### src/rtl/sector_rr_scheduler.sv
// Round-robin grant of one shared resource across NUM_REQ sector requesters; grant is registered 1 cycle after req.
// A grant lasts 1..MAX_BURST cycles, followed by a mandatory one-cycle GAP; there is no backpressure on the outputs.
module sector_rr_scheduler #(
  parameter int NUM_REQ   = 3,
  parameter int MAX_BURST = 4,
  parameter int CNT_W     = 8,
  localparam int IDX_W    = (NUM_REQ > 1) ? $clog2(NUM_REQ) : 1,
  localparam int BC_W     = $clog2(MAX_BURST + 1)
) (
  input  logic               clk,
  input  logic               rst,
  input  logic [NUM_REQ-1:0] req,
  input  logic [NUM_REQ-1:0] done,
  output logic [NUM_REQ-1:0] grant,
  output logic [IDX_W-1:0]   grant_idx,
  output logic               busy,
  output logic               round_done,
  output logic [CNT_W-1:0]   grant_total
);

  localparam logic [1:0] ST_IDLE  = 2'd0;
  localparam logic [1:0] ST_GRANT = 2'd1;
  localparam logic [1:0] ST_GAP   = 2'd2;

  logic [1:0]         state_q, state_d;
  logic [IDX_W-1:0]   ptr_q, ptr_d;
  logic [BC_W-1:0]    burst_cnt_q, burst_cnt_d;
  logic [NUM_REQ-1:0] grant_q, grant_d;
  logic [IDX_W-1:0]   grant_idx_q, grant_idx_d;
  logic               busy_q, busy_d;
  logic               round_done_q, round_done_d;
  logic [CNT_W-1:0]   grant_total_q, grant_total_d;

  logic               found;
  logic [IDX_W-1:0]   win;
  logic [IDX_W-1:0]   scan_idx;
  int                 scan_j;
  logic               last_idx;
  logic               release_c;

  // First requester at or after ptr, wrapping past the last sector.
  always_comb begin
    found    = 1'b0;
    win      = '0;
    scan_j   = 0;
    scan_idx = '0;
    for (int i = 0; i < NUM_REQ; i++) begin
      scan_j = int'(ptr_q) + i;
      if (scan_j >= NUM_REQ) scan_j = scan_j - NUM_REQ;
      scan_idx = IDX_W'(scan_j);
      if (!found && req[scan_idx]) begin
        found = 1'b1;
        win   = scan_idx;
      end
    end
  end

  assign last_idx  = (grant_idx_q == IDX_W'(NUM_REQ - 1));
  assign release_c = done[grant_idx_q] | ~req[grant_idx_q] |
                     (burst_cnt_q == BC_W'(MAX_BURST - 1));

  always_comb begin
    state_d       = state_q;
    ptr_d         = ptr_q;
    burst_cnt_d   = burst_cnt_q;
    grant_d       = grant_q;
    grant_idx_d   = grant_idx_q;
    grant_total_d = grant_total_q;
    round_done_d  = 1'b0;
    case (state_q)
      ST_IDLE: begin
        if (found) begin
          state_d        = ST_GRANT;
          grant_d        = '0;
          grant_d[win]   = 1'b1;
          grant_idx_d    = win;
          burst_cnt_d    = '0;
          if (grant_total_q != '1) grant_total_d = grant_total_q + 1'b1;
        end
      end
      ST_GRANT: begin
        burst_cnt_d = burst_cnt_q + 1'b1;
        if (release_c) begin
          state_d      = ST_GAP;
          grant_d      = '0;
          ptr_d        = last_idx ? '0 : grant_idx_q + 1'b1;
          round_done_d = last_idx;
        end
      end
      ST_GAP:  state_d = ST_IDLE;
      default: state_d = ST_IDLE;
    endcase
    busy_d = (state_d == ST_GRANT);
  end

  always_ff @(posedge clk) begin
    if (rst) begin
      state_q       <= ST_IDLE;
      ptr_q         <= '0;
      burst_cnt_q   <= '0;
      grant_q       <= '0;
      grant_idx_q   <= '0;
      busy_q        <= 1'b0;
      round_done_q  <= 1'b0;
      grant_total_q <= '0;
    end else begin
      state_q       <= state_d;
      ptr_q         <= ptr_d;
      burst_cnt_q   <= burst_cnt_d;
      grant_q       <= grant_d;
      grant_idx_q   <= grant_idx_d;
      busy_q        <= busy_d;
      round_done_q  <= round_done_d;
      grant_total_q <= grant_total_d;
    end
  end

  assign grant       = grant_q;
  assign grant_idx   = grant_idx_q;
  assign busy        = busy_q;
  assign round_done  = round_done_q;
  assign grant_total = grant_total_q;

endmodule
### config.mk
export PLATFORM = sky130hd
export DESIGN_NAME = sector_rr_scheduler
export DESIGN_NICKNAME = d
export VERILOG_FILES = /design/src/rtl/sector_rr_scheduler.sv
export SDC_FILE = /design/constraint.sdc
export NUM_CORES = 1
export LEC_CHECK = 0
export CORE_ASPECT_RATIO = 1.4
export CORE_MARGIN = 2
export CORE_UTILIZATION = 51
export CTS_CLUSTER_DIAMETER = 200
export DETAILED_ROUTE_END_ITERATION = 8
export GPL_TIMING_DRIVEN = 0
export PLACE_DENSITY = 0.78
export SETUP_SLACK_MARGIN = 0.3
export SYNTH_ARGS = -nofsm -noshare
export SYNTH_HDL_FRONTEND = slang
export SYNTH_SLANG_ARGS = --single-unit
### constraint.sdc
create_clock -name clk -period 2.58 [get_ports clk]
set_input_delay 0.387 -clock clk [delete_from_list [all_inputs] [get_ports clk]]
set_output_delay 0.387 -clock clk [all_outputs]
set_load 0.02 [all_outputs]
==> results of run 1 <==
-- layout by cell type, fill, tap and decap left out, types with 4 or more instances in the layout --
| cell | n |
|---|---|
| sky130_fd_sc_hd__clkdlybuf4s50_1 | 22 |
| sky130_fd_sc_hd__dfxtp_1 | 20 |
| sky130_fd_sc_hd__a21oi_1 | 14 |
| sky130_fd_sc_hd__nor2_1 | 8 |
| sky130_fd_sc_hd__o21ai_0 | 7 |
| sky130_fd_sc_hd__nand2_1 | 7 |
| sky130_fd_sc_hd__inv_1 | 6 |
| sky130_fd_sc_hd__nand2b_1 | 5 |
| sky130_fd_sc_hd__and3_1 | 5 |
| sky130_fd_sc_hd__nand3_1 | 5 |
| sky130_fd_sc_hd__ha_1 | 5 |
| sky130_fd_sc_hd__nor2b_1 | 4 |
| sky130_fd_sc_hd__o31ai_1 | 4 |
-- worst max-delay path: cells and delay by family, from the launching register on --
family | cells | cell delay (ns)
buffers and inverters | 4 | 0.56
flip-flops | 1 | 0.39
AND/OR/NAND/NOR | 1 | 0.08
AO/OA/AOI/OAI | 3 | 0.78
adder cells (fa/ha/maj) | 1 | 0.28
-- flip-flops by register name, indices dropped and copies added (netlist names) --
signal,count
round_done,1
grant,3
grant_total,8
busy,1
grant_idx,2
state_q,2
burst_cnt_q,3
ptr_q,2
-- per-layer routing --
metal	wire length, µm	global-route usage	share of wire	vias up
met3	67	0.0201	0.023	6
met5	0	0	0	-
met4	63	0.0964	0.021	0
li1	-	-	-	600
met2	1610	0.418	0.54	24
met1	1220	0.224	0.41	585
-- power by group --
| part | leakage [nW] | switching (W) | total [W] | internal, W |
|---|---|---|---|---|
| Combinational | 0.388 | 0.000321 | 0.000632 | 0.000311 |
| Clock | 0.0279 | 0.000104 | 0.000261 | 0.000157 |
| Sequential | 0.181 | 0.0000569 | 0.000456 | 0.000399 |
| Total | 0.597 | 0.000482 | 0.00135 | 0.000867 |
-- area by class of cell --
type | instances | area (µm²) | share of cell area
flip-flops and latches | 22 | 445 | 0.268
repair buffers | 25 | 255 | 0.154
clock buffers | 3 | 22.5 | 0.0136
inverters | 6 | 22.5 | 0.0136
plain buffers | 6 | 48.8 | 0.0294
multi-input cells | 110 | 793 | 0.478
well taps | 34 | 42.5 | 0.0256
clock inverters | 1 | 30.0 | 0.0181
-- kinds of logic after synthesis --
kind of cell | count (synthesis)
buffers and inverters | 12
muxes | 4
and+or+nand+nor | 55
AOI/OAI and AO/OA | 44
adders and majority gates | 7
DFF | 22
-- path summary, 6_finish.rpt --
path	from	endpoint	slack, ns	cells after the start
setup / recovery	ptr_q[0]	grant[0]	0.40	9
hold / removal	burst_cnt_q[0]	burst_cnt_q[0]	0.50	2
setup reg to reg	ptr_q[0]	grant[0]	0.40	9
hold reg to reg	burst_cnt_q[0]	burst_cnt_q[0]	0.50	2
-- timing repair --
item	in CTS	in global routing
endpoints found under the setup margin	3	9
gates resized for setup	2	7
pin swaps	1	2
setup buffers	1	2
gates cloned	0	0
-- cell usage after synthesis (2+ instances only) --
cell | count | area, µm²
sky130_fd_sc_hd__and2_1 | 2 | 12.5
sky130_fd_sc_hd__o31ai_1 | 4 | 30.0
sky130_fd_sc_hd__inv_1 | 6 | 22.5
sky130_fd_sc_hd__a21oi_1 | 14 | 70.1
sky130_fd_sc_hd__nand2_1 | 7 | 26.3
sky130_fd_sc_hd__nand3_2 | 3 | 30.0
sky130_fd_sc_hd__a31oi_1 | 2 | 12.5
sky130_fd_sc_hd__dfxtp_1 | 22 | 440
sky130_fd_sc_hd__ha_1 | 7 | 87.6
sky130_fd_sc_hd__and3_1 | 5 | 31.3
sky130_fd_sc_hd__o21ai_0 | 7 | 35.0
sky130_fd_sc_hd__nand2b_1 | 5 | 31.3
sky130_fd_sc_hd__clkbuf_1 | 3 | 11.3
sky130_fd_sc_hd__or3_1 | 3 | 18.8
sky130_fd_sc_hd__nor2b_1 | 4 | 25.0
sky130_fd_sc_hd__o41ai_1 | 2 | 17.5
sky130_fd_sc_hd__nor2_1 | 8 | 30.0
sky130_fd_sc_hd__nand3b_1 | 2 | 15.0
sky130_fd_sc_hd__mux2_2 | 2 | 22.5
sky130_fd_sc_hd__a21oi_2 | 3 | 26.3
sky130_fd_sc_hd__nand3_1 | 5 | 25.0
sky130_fd_sc_hd__or4_1 | 3 | 22.5
sky130_fd_sc_hd__mux2i_1 | 2 | 20.0
-- stage by stage --
stage / power [W] / cell area, µm² / cells
detailed placement: 0.00102 / 1550 / 200
global placement: 0.000999 / 1550 / 200
floorplan: 0.000842 / 1290 / 144
CTS: 0.00129 / 1620 / 205
global route: 0.00142 / 1660 / 207
finish: 0.00135 / 1660 / 207
==> summary.md, run 1 <==
The die outline width came out at 46.5 µm. TritonCTS built the clock tree. Final hold analysis gives a worst-case slack of 0.497 ns. Fraction of the mapped netlist area in adder cells: 0.0679. The first routing iteration left 23 violations.

After detailed routing, the total wire length is 2.96 mm. For this run, the detailed router's first-pass iteration total came to 4. The run gives 1,215 as the total number of vias.

The standard-cell row count was 21. In this run, synthesis inferred 0 flip-flops with an integrated enable. The final hold violation count was 0; the final clock period utilization by the worst path was 0.843.

23 I/O pins were placed. For the CTS H-tree depth, the log shows 1. The number of unique standard cell types used by synthesis is 46. After synthesis, the largest family of logic cells by area is simple AND/OR/NAND/NOR gates.

Summed over all nets, the half-perimeter wirelength after detailed placement is 2.22 mm. The signal on the critical path passes through inv_1 > ha_1 > clkbuf_2 > a2111o_1 > a22oi_2 > buf_6 > buf_12 > nand3_2 > o2bb2ai_2. The flow ran to the end, and the final reports show no timing, DRC or antenna violations. After synthesis the cells add up to 0.00129 mm². The via count normalized by instance count is 5.87, and the simple logic cell fraction of the synthesized area is 0.259. Across the VDD grid, the largest voltage drop is 0.463 mV. At the worst endpoint, the required time is 2.82 ns.

The number of antenna violations at the first check in global routing is 0. The clock sink count is 22, and the area added between synthesis and finish is 28.7%. The setup TNS was 0 ns; the number of warnings issued by yosys was 0. The detail route stage leaves a number of antenna-violating nets equal to 0. The number of I/O port buffers works out to 22.

The buffer depth of the longest clock path was 2; the core footprint was 0.00239 mm². In this run, CTS created clock tree buffers numbering 3. Prior to clock tree synthesis, the placed netlist has a worst setup slack of 0.129 ns. The tools report the total DRC errors in the routed layout as 0. The pin count of the biggest net entering global routing was 14; the via count of the first global-routing pass was 1,155. Post-layout minimum cycle time: 2.18 ns.

Each instance of the synthesized netlist takes up on average 8.96 µm². The number of antenna diodes in the final layout is 0. The tools report the utilization after layout as 0.694. The critical path in this run is classified as reg2reg. The multiplexer share of the synthesized area is 0.0330, and the filler cell count in the final layout is 202.

The detailed-route wire length per cell came out at 14.3 µm. The most used flip-flop cell after synthesis is sky130_fd_sc_hd__dfxtp_1. At the pin with the least slew margin, the transition time is 0.700 ns. Clock root buffer: sky130_fd_sc_hd__clkbuf_4. The global placer's final weighted congestion was 0.790; the net count after synthesis was 159. The clock network latency to the later pin of the worst-skew pair came out at 0.31 ns. The total track usage was 0.221. The stage delay of the slowest cell on the critical path is 0.39 ns.

The share of cells above drive strength 1 was 0.191; the area fraction in compound gates after synthesis was 0.244. For this run, the top clock speed supported by timing is 460 MHz. The run gives 0.527 as the max-slew headroom at the worst pin.

The tools report the setup violation total in the final timing report as 0. The setup slack after layout is 0.404 ns. The final global-route overflow total was 0. The die is 63.5 µm tall. Fraction of registers with async set/reset: 0. After clock tree synthesis, the clock-pin slew on the worst setup and hold paths is 0.12 ns. For the worst setup path, the data arrival time is 2.42 ns. The initial standard-cell utilization of the core was 0.540. Max-cap violations in this run came to 0.

The final max-slew violation count came out at 0. The worst setup path is launched from a flip-flop. The floorplan step defined a die boundary enclosing 0.00295 mm². Cell type of the slowest stage on the worst timing path: sky130_fd_sc_hd__dfxtp_4. The global-route wire length before repair came out at 4.85 mm. Sequential share of the synthesized area: 0.341. The xor and xnor fraction of the mapped netlist area is 0. Of all nets on the critical path, the largest fanout is 10. Summed over all cells, the static leakage comes to 0.597 nW. After clock tree synthesis, the flow added hold-fix buffers numbering 0.

STA classifies the critical path endpoint as a flip-flop. Setup repair after global routing left no endpoint under its margin. Flop and latch count out of synthesis: 22. The number of cells produced by synthesis is 144, and the clock tree skew after final layout is 0.00606 ns. The power density over cell area is 812 mW/mm². The tightest min-delay check is of the reg2reg type. After the last flow step, the layout net total stands at 189.
No activity file was read; power rests on OpenSTA's default activity.
==> inputs of run 2 (changes only) <==
Clock period 2.58 ns to 2.05 ns, I/O delays scaled along.
==> run 2 against run 1 <==
- the run now ends with setup timing left
- critical path depth up 1
- register-to-register slack got worse by 0.52 ns
- first-iteration DRC count grew 91%
- final cell count up 4.8%
- combinational power up 87%
- non-clock buffer count grew 10
- clock power down 22%
- count of clock-buffer cells in the layout up 1
- cell area increased by 18%
- die area unchanged
- core utilization up 13 points
- global-route usage grew 3.6 points
- critical endpoint is now burst_cnt_q[0]
==> summary.md, run 2 (synthesis gave the netlist of run 1 again) <==
The flow ran to the end, but the final reports show violations. The checks that failed: setup timing. The tools report the clock tree skew after final layout as 0.00165 ns. For the setup slack after layout, the log shows -0.114 ns. The worst hold path begins at grant[0].

The final max-slew violation count was 0. Overall power consumption: 0.00198 W. After detailed routing, the wire length on met1 is 1.50 mm. Along the worst hold path, the cell count comes to 2. The net switching share of the total power works out to 0.394. 0 antenna diodes ended up in the layout. The pre-antenna-repair detailed-routing pass consisted of 4 iterations. STA puts the critical path data arrival time at 2.40 ns. Summed over all failing endpoints, the final setup total negative slack is -0.641 ns.

Entering global routing, the biggest net connects 13 pins. The floorplan has 21 rows. The total DRC errors in the routed layout is 0, and the worst endpoint required time is 2.29 ns. The tools report the total track usage as 0.257.

The logs give 0.00295 mm² for the area of the die and 0.102 for the clock share of power. On the worst path, the slowest cell contributes a delay of 0.41 ns. The initial standard-cell utilization of the core came out at 0.540. The die outline width was 46.5 µm; the total routed wirelength was 3.86 mm. The critical path goes through inv_4 > ha_4 > buf_8 > buf_6 > a2111o_1 > a22oi_2 > buf_6 > buf_12 > nand3_2 > a21oi_2. The run gives 0 as the number of antenna violations at the first check in global routing. Detailed routing inserted a total of 1,323 vias.

Compared with the post-synthesis result, the final layout area differs by 52.4%. For this run, the post-layout net count is 199. The number of buffers created by CTS is 3, and the count of maximum capacitance violations is 0. For this design the top-level I/O count stands at 23. Leaving out fill and tap cells, the most frequent cells in the layout are sky130_fd_sc_hd__clkdlybuf4s50_1 (19), sky130_fd_sc_hd__dfxtp_1 (18), sky130_fd_sc_hd__a21oi_1 (10).

For the pre-CTS worst setup slack, the log shows -0.316 ns. Dividing the detail-routed via count by the number of cells gives 6.10. The utilization after layout was 0.822; the setup violation total in the final timing report was 15. The endpoint class of the critical path was a flip-flop.

The post-CTS clock slew at the launch and capture registers of the worst setup and hold paths is 0.12 ns. Clock root buffer: sky130_fd_sc_hd__clkbuf_4. Clock latency on the worst-skew pair, taken at its later pin, is 0.31 ns. The total area inside the core boundary comes to 0.00239 mm². The worst setup path is launched from a flip-flop.

Summed over all cells, the static leakage comes to 0.711 nW. The finished layout holds 217 standard cells, fillers aside. The final hold violation count is 0, and the measured slew at the worst slew-check pin is 0.677 ns.

TritonCTS built the clock tree. Dividing the detail-routed wire length by the instance count gives 17.8 µm. Leaving out fill and tap cells, the most frequent cell in the layout is sky130_fd_sc_hd__clkdlybuf4s50_1. The max-slew headroom at the worst pin came out at 0.549. Across the whole layout, storage elements account for 450 µm².

The share of cells above drive strength 1 is 0.361. The run gives 1 as the CTS H-tree depth. For the multi-input combinational cell area, the log shows 997 µm². The logs give 0.00120 W for the cell internal power dissipation and 22 for the clock sink count.

After the first detailed-routing iteration, the DRC count stood at 44. The via count of the first global-routing pass was 1,244. The first global-routing pass estimated 5.57 mm of wire. The count of buffers added on input and output ports is 22.

In this run the critical register-to-register path is launched from ptr_q[0]. Counting tap cells, the placed design contains a total of 200 instances. The buffer depth of the longest clock path is 2, and the global placer's final weighted congestion is 0.792. The analysis attributes to net switching a power of 0.000781 W. In this run the vertical extent of the chip is 63.5 µm. Filler cell count in the final layout: 138. In this run the worst hold path is classified as reg2reg.

The part of the total power dissipated in combinational logic came out at 0.598. The internal reg-to-reg setup slack is -0.11 ns, and the number of flip-flops in the largest register is 8. The cell type of the slowest stage on the worst timing path was sky130_fd_sc_hd__dfxtp_4. The worst-case vdd ir drop is 0.602 mV, and the final global-route overflow total is 0.

Summed over all nets, the half-perimeter wirelength after detailed placement is 2.27 mm. The final clock period utilization by the worst path works out to 1.06. Capturing point of the worst reg2reg path: burst_cnt_q[0]. In this run the worst path has a maximum fanout of 5.

Detailed routing placed a total of 2.06 mm of wire on met2. The timing-limited maximum frequency is 462 MHz, and the power density over cell area is 1010 mW/mm². In this design, the critical path's most frequently occurring cell is sky130_fd_sc_hd__buf_6.

The tools report the endpoint of the worst hold-timing path as grant[0]. The setup path with the least slack is of type reg2reg. Sequential fraction of design power: 0.300. Setup repair after global routing could not meet its margin everywhere.

The worst path in the final design needs a cycle of 2.16 ns, including I/O delays and setup. The post-route antenna net violation count came out at 0. The worst reg2reg path depth was 10; the detailed-routed wire length on met3 was 190 µm.

Signal routing reaches up to met4.
-- run 2: cell count changes in the layout (fill, tap and decap cells not counted), moves of 3 or more --
cell,change
sky130_fd_sc_hd__nand3_1,-3
sky130_fd_sc_hd__buf_6,+4
sky130_fd_sc_hd__a21oi_1,-4
sky130_fd_sc_hd__clkdlybuf4s50_1,-3
sky130_fd_sc_hd__buf_4,+5
sky130_fd_sc_hd__ha_4,+3
-- run 2: critical path, delay by kind of cell, from the launching register on --
family,cells,cell delay (ns)
AOI/OAI and AO/OA,3,0.79
adders and majority gates,1,0.21
buffers and inverters,5,0.59
DFF,1,0.41
and+or+nand+nor,1,0.09
-- run 2: per-layer routing --
layer / global-route usage / vias up
met5: 0 / -
met4: 0.146 / 0
met3: 0.0315 / 13
met2: 0.417 / 66
met1: 0.308 / 628
li1: - / 616
-- run 2: stage by stage --
| step | instance area [µm²] | hold slack (ns) |
|---|---|---|
| after floorplan | 1340 | 0.456 |
| after global placement | 1600 | 0.462 |
| after detailed placement | 1600 | 0.477 |
| after CTS | 1810 | 0.505 |
| after global routing | 1970 | 0.521 |
| final | 1970 | 0.505 |
-- run 2: worst max path at each step --
stage | depth (start not counted) | startpoint | slack [ns] | to
3_5_place_dp | 8 | req[1] | -0.32 | grant[0]
6_report | 10 | ptr_q[0] | -0.11 | burst_cnt_q[0]
2_1_floorplan | 9 | ptr_q[0] | 0.15 | grant[2]
5_1_grt | 7 | ptr_q[0] | -0.16 | grant_idx[1]
3_3_place_gp | 8 | req[1] | -0.33 | grant[0]
4_1_cts | 8 | ptr_q[0] | -0.01 | grant_total[5]
-- run 2: final cells by class --
cell class / instances / share of cell area
Multi-Input combinational cell: 110 / 0.507
Sequential cell: 22 / 0.229
Timing Repair Buffer: 35 / 0.185
Buffer: 6 / 0.0299
Tap cell: 34 / 0.0216
Inverter: 6 / 0.0140
Clock buffer: 4 / 0.0134
-- run 2: power groups by stage --
stage	Combinational, W	Clock [W]	Sequential [W]
final	0.00118	0.000203	0.000594
after global routing	0.00125	0.000233	0.000603
after CTS	0.000982	0.000205	0.000584
after detailed placement	0.000741	0	0.000590
after global placement	0.000719	0	0.000584
after floorplan	0.000466	0	0.000632
-- run 2: what timing repair did --
item / CTS / global route
endpoints found under the setup margin: 22 / 22
pin swaps: 10 / 5
setup buffers: 9 / 3
hold buffers: 0 / 0
gates resized for setup: 24 / 21
gates cloned: 0 / 1
==> inputs of run 3 (changes only) <==
Settings changed: RECOVER_POWER set to 25.
==> run 3 against run 2 <==
- critical path type unchanged
- largest power group unchanged
- die area unchanged
- the run still ends with setup timing left
- clock power about the same
- sequential power about the same
==> summary.md, run 3 (synthesis gave the netlist of run 1 again) <==
The flow ran to the end, but the final reports show violations. The checks that failed: setup timing. The number of antenna diodes in the final layout is 0. The first global-routing pass estimated 5.57 mm of wire. Data arrives at the worst endpoint at 2.40 ns. The floorplan step defined a die boundary enclosing 0.00295 mm².

The final max-slew violation count was 0. For the core footprint, the log shows 0.00239 mm². The worst-case IR drop observed on VDD is 0.597 mV. Number of primary I/O pins: 23.

The total routed wirelength is 3.86 mm, and the CTS H-tree depth is 1. The area added between synthesis and finish came out at 52.4%. For the clock network latency to the later pin of the worst-skew pair, the log shows 0.30 ns. The startpoint kind of the worst setup timing path was a flip-flop. STA classifies the critical path endpoint as a flip-flop. The via count normalized by instance count came out at 6.09.

The endpoint identified for the worst register-to-register timing path is burst_cnt_q[0]. At the end of the flow, the number of nets in the layout was 199. The max-slew headroom at the worst pin was 0.552; the worst reg2reg path depth was 10. In this run the tool buffered the top-level ports with 22 buffer cells.

The critical path is of the reg2reg type. Traced cell by cell, the critical path runs through inv_4 > ha_4 > buf_8 > buf_6 > a2111o_1 > a22oi_2 > buf_6 > buf_12 > nand3_2 > a21oi_2. Based on the critical path, the design can be clocked at up to 462 MHz. The clock root buffer is sky130_fd_sc_hd__clkbuf_4. The wire-length estimate of the detail-placed layout is 2.27 mm.

In the final timing run, aggregate negative setup slack is -0.640 ns. TritonCTS built the clock tree. In this run the worst path has a maximum fanout of 5. The worst hold path was traced through 2 stages. Fill cells in the final layout number 138. The number of flip-flops in the largest register works out to 8. The floorplan step set the die height to 63.5 µm.

The post-layout minimum cycle time was 2.16 ns. The tools report the startpoint of the most critical setup path as ptr_q[0]. In this run, the number of DRC markers left after iteration 0 of detailed routing was 44. Cell class contributing the biggest share of worst-path delay: compound AO/OA/AOI/OAI gates. The tools report the post-route antenna net violation count as 0. The tool flagged a number of max-cap violations equal to 0.

The final hold violation count is 0, and the pin count of the biggest net entering global routing is 13. Clock sink count: 22. Setup violations remaining at the end of the flow were counted as 15. After floorplanning, the core was divided into 21 placement rows. The total track usage is 0.257, and the power density over cell area is 1010 mW/mm². Clock-pin slew was measured on the worst setup and hold paths at 0.12 ns. The measured slew at the worst slew-check pin is 0.672 ns.

The total buffers and inverters traversed by the critical path is 5. The logs give 2.29 ns for the worst endpoint required time and 4 for the total iterations of the first detailed-routing run. The path class of the tightest hold or removal check is reg2reg. The internal reg-to-reg setup slack was -0.11 ns; the share of cells above drive strength 1 was 0.361. Detailed-route wire length per cell: 17.8 µm. On the final layout, the worst clock skew is 0.00196 ns. The tools report the overall power consumption as 0.00198 W.

In the layout the commonest cells are sky130_fd_sc_hd__dfxtp_1 (18), sky130_fd_sc_hd__clkdlybuf4s50_1 (16), sky130_fd_sc_hd__a21oi_1 (10). The total number of vias was 1,322; the initial standard-cell utilization of the core was 0.540. The stage delay of the slowest cell on the critical path works out to 0.41 ns. The analysis attributes to cell leakage a power of 0.719 nW.

Startpoint of the tightest hold check path: grant[0]. For the via count of the first global-routing pass, the log shows 1,244. The number of buffers created by CTS was 3. The number of logic stages on the critical path including buffering is 10, and the setup slack after layout is -0.115 ns. The worst register-to-register path begins at ptr_q[0]. After detailed routing, the number of remaining DRC violations is 0.

From left edge to right edge, the die measures 46.5 µm. Most common cell after layout, fill and taps aside: sky130_fd_sc_hd__dfxtp_1. The critical path ends at burst_cnt_q[0]. The logs give 0 for the final global-route overflow total and -0.316 ns for the pre-CTS worst setup slack. The final clock period utilization by the worst path is 1.06, and the buffer depth of the longest clock path is 2.

Most common cell type on the critical path: sky130_fd_sc_hd__buf_6. Setup repair after global routing could not meet its margin everywhere. The global placer's final weighted congestion is 0.792. The number of antenna violations at the first check in global routing was 0. The slowest stage of the critical path belongs to the cell sky130_fd_sc_hd__dfxtp_4.
[run 3: what timing repair did]
item                                    CTS  global route
endpoints found under the setup margin   22            22
resized for setup                        24            21
hold endpoints to repair                  0             0
setup buffers                             9             3
pin swaps                                10             5
gates cloned                              0             1
hold buffers                              0             0
[run 3: where the power goes]
group | switching (W) | internal [W] | total (W)
Sequential | 0.0000895 | 0.000504 | 0.000593
Combinational | 0.000564 | 0.000617 | 0.00118
Clock | 0.000127 | 0.0000760 | 0.000203
Total | 0.000780 | 0.00120 | 0.00198
[run 3: layout make-up]
type                       count  area [µm²]  share of cell area
timing repair buffer          35         363               0.185
multi-input combinational    110         997               0.507
tap                           34        42.5              0.0216
buffer                         6        58.8              0.0299
inverter                       6        27.5              0.0140
sequential                    22         450               0.229
clock buffer                   4        26.3              0.0134
[run 3: worst min path at each step]
stage,end,slack [ns]
final,grant[0],0.51
after global routing,burst_cnt_q[1],0.52
after CTS,grant[2],0.51
after detailed placement,grant[0],0.48
after global placement,burst_cnt_q[1],0.46
after floorplan,burst_cnt_q[1],0.46
[run 3: worst reg2reg max path, cell delays in order (launching register included)]
cell                       delay [ns]
sky130_fd_sc_hd__dfxtp_4         0.41
sky130_fd_sc_hd__inv_4           0.06
sky130_fd_sc_hd__ha_4            0.21
sky130_fd_sc_hd__buf_8           0.13
sky130_fd_sc_hd__buf_6           0.11
sky130_fd_sc_hd__a2111o_1        0.34
sky130_fd_sc_hd__a22oi_2         0.28
sky130_fd_sc_hd__buf_6           0.18
sky130_fd_sc_hd__buf_12          0.12
sky130_fd_sc_hd__nand3_2         0.09
sky130_fd_sc_hd__a21oi_2         0.17
[run 3: per-stage QoR]
stage | hold slack [ns] | util | cells | instance area (µm²)
after CTS | 0.505 | 0.755 | 213 | 1810
after global routing | 0.521 | 0.822 | 217 | 1970
after detailed placement | 0.477 | 0.670 | 200 | 1600
final | 0.506 | 0.822 | 217 | 1970
after floorplan | 0.456 | - | 144 | 1340
after global placement | 0.462 | 0.670 | 200 | 1600
[run 3: per-layer routing]
metal  track usage  up-vias  share of wire
met4         0.146        0          0.034
met3        0.0315       17          0.050
met1         0.308      621           0.39
met2         0.417       67           0.53
li1              -      617              -
met5             0        -              0
